## config.mk

```make
export PLATFORM = sky130hd
export DESIGN_NAME = reg_wb_arbiter
export DESIGN_NICKNAME = d
export VERILOG_FILES = /design/src/rtl/reg_wb_pkg.sv /design/src/rtl/rr_arb2.sv /design/src/rtl/reg_wb_arbiter.sv
export SDC_FILE = /design/constraint.sdc
export NUM_CORES = 1
export LEC_CHECK = 0
export CAP_MARGIN = 20
export CORE_ASPECT_RATIO = 1.75
export CORE_MARGIN = 3
export CORE_UTILIZATION = 46
export CTS_BUF_LIST = sky130_fd_sc_hd__clkbuf_8
export DETAILED_ROUTE_END_ITERATION = 8
export PLACE_DENSITY = 0.85
export SYNTH_ARGS = -nofsm -noshare
export SYNTH_HDL_FRONTEND = slang
export SYNTH_SLANG_ARGS = --single-unit
```

## constraint.sdc

```tcl
create_clock -name clk -period 1.95 [get_ports clk]
set_input_delay 0.2925 -clock clk [delete_from_list [all_inputs] [get_ports clk]]
set_output_delay 0.2925 -clock clk [all_outputs]
set_load 0.05 [all_outputs]
```

## src/rtl/reg_wb_pkg.sv

```systemverilog
// reg_wb_pkg: shared widths and requester ids for the register write-back controller.
package reg_wb_pkg;
    localparam int NREG = 32;
    localparam int AW   = 5;
    localparam int DW   = 32;
    typedef enum logic {REQ_ALU = 1'b0, REQ_MEM = 1'b1} req_id_e;
endpackage

```

## src/rtl/rr_arb2.sv

```systemverilog
// rr_arb2: two-way round-robin arbiter; last_grant advances only when something is granted.
module rr_arb2
    import reg_wb_pkg::*;
#(
    parameter req_id_e RR_INIT = REQ_MEM
) (
    input  logic       clk,
    input  logic       rst_n,
    input  logic [1:0] req,
    output logic [1:0] grant
);
    req_id_e last_grant;
    always_ff @(posedge clk or negedge rst_n)
        if (!rst_n) last_grant <= RR_INIT;
        else if (|grant) last_grant <= grant[1] ? REQ_MEM : REQ_ALU;
    always_comb grant = &req ? (last_grant == REQ_MEM ? 2'b01 : 2'b10) : req;
endmodule

```

## src/rtl/reg_wb_arbiter.sv

```systemverilog
// reg_wb_arbiter: arbitrates ALU/load results onto the bank write port and tracks pending writes
// so decode stalls on RAW/WAW hazards.
module reg_wb_arbiter
    import reg_wb_pkg::*;
#(
    parameter bit RR_INIT = 1'b1
) (
    input  logic          clk,
    input  logic          rst_n,
    input  logic          alu_valid,
    input  logic [AW-1:0] alu_rd,
    input  logic [DW-1:0] alu_data,
    output logic          alu_ready,
    input  logic          mem_valid,
    input  logic [AW-1:0] mem_rd,
    input  logic [DW-1:0] mem_data,
    output logic          mem_ready,
    input  logic          issue_valid,
    input  logic [AW-1:0] issue_rd,
    input  logic [AW-1:0] rs1_select,
    input  logic [AW-1:0] rs2_select,
    output logic          stall,
    output logic [AW-1:0] wb_select,
    output logic [DW-1:0] wb_data,
    output logic          wb_active,
    output logic          err_waw
);
    localparam logic [NREG-1:0] ONE = NREG'(1);
    logic [1:0]      grant, gnt;
    logic [AW-1:0]   sel_d;
    logic [DW-1:0]   data_d;
    logic            act_d;
    logic [NREG-1:0] pending, set_mask, clr_mask;

    rr_arb2 #(.RR_INIT(req_id_e'(RR_INIT))) u_arb (
        .clk  (clk),
        .rst_n(rst_n),
        .req  ({mem_valid, alu_valid}),
        .grant(grant)
    );

    // Readies are forced low while reset is held, even though the arbiter is combinational.
    assign gnt       = grant & {2{rst_n}};
    assign alu_ready = gnt[0];
    assign mem_ready = gnt[1];
    assign sel_d     = gnt[0] ? alu_rd : mem_rd;
    assign data_d    = gnt[0] ? alu_data : mem_data;
    assign act_d     = |gnt && sel_d != '0;

    // The bank writes every edge, so an idle port parks on a harmless r0 write.
    always_ff @(posedge clk or negedge rst_n)
        if (!rst_n) begin
            wb_active <= 1'b0;
            wb_select <= '0;
            wb_data   <= '0;
        end else begin
            wb_active <= act_d;
            wb_select <= act_d ? sel_d : '0;
            wb_data   <= act_d ? data_d : '0;
        end

    assign set_mask = issue_valid && issue_rd != '0 ? ONE << issue_rd : '0;
    assign clr_mask = wb_active ? ONE << wb_select : '0;

    // Clear is applied before set so a same-cycle issue to the committing register keeps it pending.
    always_ff @(posedge clk or negedge rst_n)
        if (!rst_n) begin
            pending <= '0;
            err_waw <= 1'b0;
        end else begin
            pending <= (pending & ~clr_mask) | set_mask;
            err_waw <= err_waw | (|(set_mask & pending));
        end

    assign stall = pending[rs1_select] | pending[rs2_select] | pending[issue_rd];
endmodule

```

# Word-level counts from Yosys, hierarchy flattened

Cells that the tools add are included.

Bits in registers: 72
Input port bits: 94

Shift operators: 2
Reduce and logical (&&, ||, !) cells: 8
Bitwise gates (word level): 8
Mux-type cells: 15
Order comparisons: 3

Operator list:

| operator                                                    | count |
|---|---|
| two-way mux 32 bit                                          | 4 |
| AND 32 bit                                                  | 2 |
| left shift 1 x 5 -> 32 bit (first input constant)           | 2 |
| NOT 32 bit                                                  | 1 |
| bitwise OR 32 bit                                           | 1 |
| OR reduction 32 bit                                         | 1 |
| less-than comparator 5 x 6 -> 1 bit (second input constant) | 3 |
| binary-select mux 1 bit (select 5 bit)                      | 3 |
| two-way mux 5 bit                                           | 2 |
| nonzero test 5 bit                                          | 2 |
| two-way mux 1 bit                                           | 4 |
| two-way mux 2 bit                                           | 2 |
| OR reduction 2 bit                                          | 2 |
| bitwise OR 1 bit                                            | 3 |
| AND 2 bit                                                   | 1 |
| logical AND 1 bit                                           | 2 |
| AND reduction 2 bit                                         | 1 |

# Logic depth before layout (Yosys ltp)

Word-level depth: 7
Depth in mapped cells: 8
Mapped depth without buffers: 5

# Hierarchy

A second synthesis with hierarchy kept.

Cell total of the unflattened synthesis: 444
Area, all modules: 4,170.2 um2

By module, submodules not included:

| module         | area each (um2) | times used | cells an instance |
|---|---|---|---|
| reg_wb_arbiter | 4,116.4         | 1          | 438 |
| rr_arb2        | 53.8            | 1          | 6 |

# Least setup slack after synthesis

OpenSTA, ideal clock, no wires.

Path kind: input-to-output
Start point: input port issue_rd[1]
End point: output port stall
Path buffers: 2
Data required time: 1,657 ps
Slack: -270 ps
Arrival time: 1,928 ps
Stages: 7
Path through: buf_2 > buf_2 > mux4_2 > mux2i_1 > o21ai_0 > nor4_1 > nand4_1

Cells in the longest elaborated chain, start to end: 3

Ends and longest elaborated chain:

| what                                    | line                 | RTL |
|---|---|---|
| start: declaration                      | reg_wb_arbiter.sv:19 | `input logic [AW-1:0] issue_rd,` |
| binary-select mux 1 bit (select 5 bit)  | reg_wb_arbiter.sv:75 | `assign stall = pending[rs1_select] \| pending[rs2_select] \| pending[issue_rd];` |
| two-way mux 1 bit (not written as such) | reg_wb_arbiter.sv:75 |  |
| bitwise OR 1 bit                        | reg_wb_arbiter.sv:75 |  |
| end: declaration                        | reg_wb_arbiter.sv:22 | `output logic stall,` |

Every way passes these cells. The select of a mux whose other input is x is not followed.

# Final worst setup path

Start point: register pending[0]
End point: output port stall

Cells in the longest elaborated chain, start to end: 4

Ends and longest elaborated chain:

| what                                    | line                 | RTL |
|---|---|---|
| start: declaration                      | reg_wb_arbiter.sv:33 | `logic [NREG-1:0] pending, set_mask, clr_mask;` |
| start signal: assignment                | reg_wb_arbiter.sv:71 | `pending <= (pending & ~clr_mask) \| set_mask;` |
| binary-select mux 1 bit (select 5 bit)  | reg_wb_arbiter.sv:75 |  |
| two-way mux 1 bit (not written as such) | reg_wb_arbiter.sv:75 |  |
| bitwise OR 1 bit                        | reg_wb_arbiter.sv:75 |  |
| bitwise OR 1 bit *                      | reg_wb_arbiter.sv:75 |  |

Mark *: on every way between the ends. The rest lies on a longest branch, timed or not. The select of a mux whose other input is x is not followed.

==> qor.yml <==
run:
  drv_cap: 0
global_route:
  grt_pass1_vias: 5058
  grt_max_degree: 39
  grt_overflow: 0
  antenna_found_initial: 0
  grt_usage: 0.362
  grt_pass1_wl_um: 27700
timing:
  hold_viol: 0
  tightest_slew_ps: 560
  finClkSkew_ps: 15.4
  slew_viol_final: 0
  setup-tns-final_ps: -544
  relSlewSlack: 0.625
  min_period_ps: 2490
  setup_viol: 1
  rsz0062_at_grt: "yes"
  setup_ws_ps: -544
  whs_ps: 476
  fin_crit_sh: 1.28
  fmax_mhz: 401
route:
  viasPerCell: 6.11
  ant_nets: 0
  routedWlPerCell_um: 22.7
  drt_iter0_markers: 456
  dr.pass1.iters: 6
  wl_um: 18200
  drc: 0
  num_vias: 4892
floorplan:
  start_util: 0.477
  dieArea_um2: 10300
  fp.coreArea_um2: 8780
  dieHeight_um: 132
  die_w_um: 78.1
  rows: 45
  ioPinCount: 136
clocking:
  cts_tree: "built"
  root_buffer: "clkbuf_8"
  clk_pin_slew_ps: 90
  htree_levels: 3
  ctsLongestPathBuffers: 2
  clk_latency_ps: 360
  cts_sinks: 72
  cts_buffers: 9
logic_synthesis:
  syn_area_per_cell_um2: 9.29
  ys_types: 52
  synth_edf_count: 0
  syn_nets: 545
  synth_flop_cell: "dfrtp_1"
  ys_seq_elements: 72
  ys_warn_count: 0
  synth-seq-area-share: 0.430
  synth_area_um2: 4190
  synthCells: 451
  synthArstFlopShare: 1.00
placement:
  placedInstanceArea_um2: 6360
  io_buffers: 135
  gp_congestion: 1.07
  dp_slack_ps: -707
  placedCellCount: 775
  dp_hpwl_um: 13700
outcome:
  status: "finished, violations left"
  violations: "negative setup slack"
power_and_ir_drop:
  cellLeakagePower_nw: 2.83
  power.total_mw: 4.82
  powerDensity_nw_per_um2: 711
  ir_drop_mv: 0.705
layout:
  final_area_um2: 6780
  filler_cell_count: 615
  drive_gt1_frac: 0.259
  nets: 773
  layout.cells.non_filler: 801
  final_core_util: 0.772
  areaGrowthSynthToFinish_pct: 61.9
  antenna_cells: 0
worst_setup_path:
  cp_slowest_stage_delay_ps: 460
  cp.required_ps: 1660
  path_buf_inv: 2
  crit_chain: "buf_4, mux4_2, mux2i_2, nor3_2, nor3_1, nand4_1, buf_6"
  start_kind: "register"
  worstSetupPathType: "reg2out"
  worst_path_max_delay_cell: "mux4_2"
  critPathArrivalTime_ps: 2200
  crit_fanout: 3
  cpLargestDelayFamily: "multiplexers"
  cp-end-kind: "primary output"
hold_path:
  hold_path_class: "in2reg"
state kept, by name, indices dropped and copies added (netlist names):
register          cells
u_arb.last_grant      1
pending              32
wb_select             5
wb_active             1
err_waw               1
wb_data              32
final timing paths:
check	from	end	slack [ps]	cells past startpoint
max	pending[0]	stall	-540	7
min	mem_data[9]	wb_data[9]	480	3
max reg2reg	u_arb.last_grant	wb_data[1]	140	7
min reg2reg	u_arb.last_grant	u_arb.last_grant	530	2
max in group asynchronous	rst_n	pending[19]	710	4
min in group asynchronous	rst_n	pending[9]	490	3
what timing repair did:
| item | in CTS | in global routing |
|---|---|---|
| gates cloned | 1 | 0 |
| endpoints found under the setup margin | 2 | 1 |
| setup buffers | 10 | 0 |
| pin swaps | 7 | 3 |
| hold buffers | 1 | 0 |
| endpoints found under the hold margin | 33 | 0 |
| gates resized for setup | 32 | 2 |
worst reg2reg max path: cells and delay by family, from the launching register on:
family | cells | cell delay, ps
DFF | 1 | 550
AOI/OAI and AO/OA | 1 | 170
and+or+nand+nor | 3 | 500
buffers and inverters | 3 | 500
cell usage in the layout (no fill, tap or decap), types with 9 or more instances in the layout:
cell type,instances
clkdlybuf4s50_1,121
o21ai_0,58
mux2i_1,12
mux4_2,16
dfrtp_1,65
nand2_1,91
nand2b_1,11
clkbuf_8,9
nand3_1,11
buf_4,107
inv_1,10
a21oi_1,37
logic make-up after synthesis:
| group | count (synthesis) | share of synthesized area |
|---|---|---|
| mux | 34 | 0.139 |
| simple gates | 168 | 0.196 |
| buf+inv | 41 | 0.0430 |
| compound gates | 136 | 0.191 |
| flops | 72 | 0.430 |
routing by layer:
metal	routed length, µm	track usage	up-vias
met4	1670	0.261	0
met3	1700	0.106	105
met2	9100	0.627	366
li1	-	-	2123
met5	0	0	-
met1	5710	0.359	2298
Yosys cell counts, types with 3 or more instances:
library cell,number,area share
nor2_1,8,0.0072
nand3b_1,4,0.0072
o22ai_1,5,0.0075
nand2b_1,11,0.016
mux4_2,14,0.075
and4b_1,3,0.0072
o211ai_1,6,0.011
buf_1,3,0.0027
nand3_1,13,0.016
dfrtp_1,71,0.42
a2111oi_0,3,0.0063
nor3_1,6,0.0072
o31ai_1,5,0.0090
nand4_1,4,0.0060
a21oi_1,37,0.044
buf_2,15,0.018
nor2b_1,8,0.012
o21ai_0,60,0.072
mux2i_1,14,0.033
nor4_1,3,0.0045
mux4_1,4,0.025
nand2_1,91,0.082
a32oi_1,3,0.0063
nand4b_1,3,0.0063
inv_1,10,0.0090
clkbuf_1,11,0.0099
nor4bb_1,3,0.0072
where the power goes:
| part | internal [mW] | switching [mW] | total, mW |
|---|---|---|---|
| Sequential | 1.64 | 0.184 | 1.82 |
| Combinational | 0.821 | 0.829 | 1.65 |
| Clock | 0.733 | 0.618 | 1.35 |
final cells by class:
class                      instances  area [µm²]  share of cell area
timing repair buffer             247        2290               0.338
inverter                          11        43.8             0.00646
clock inverter                     7         101              0.0149
multi-input combinational        338        2260               0.334
sequential                        72        1810               0.267
clock buffer                       9         124              0.0183
tap                              117         146              0.0216
(Power assumes the default switching activity.)
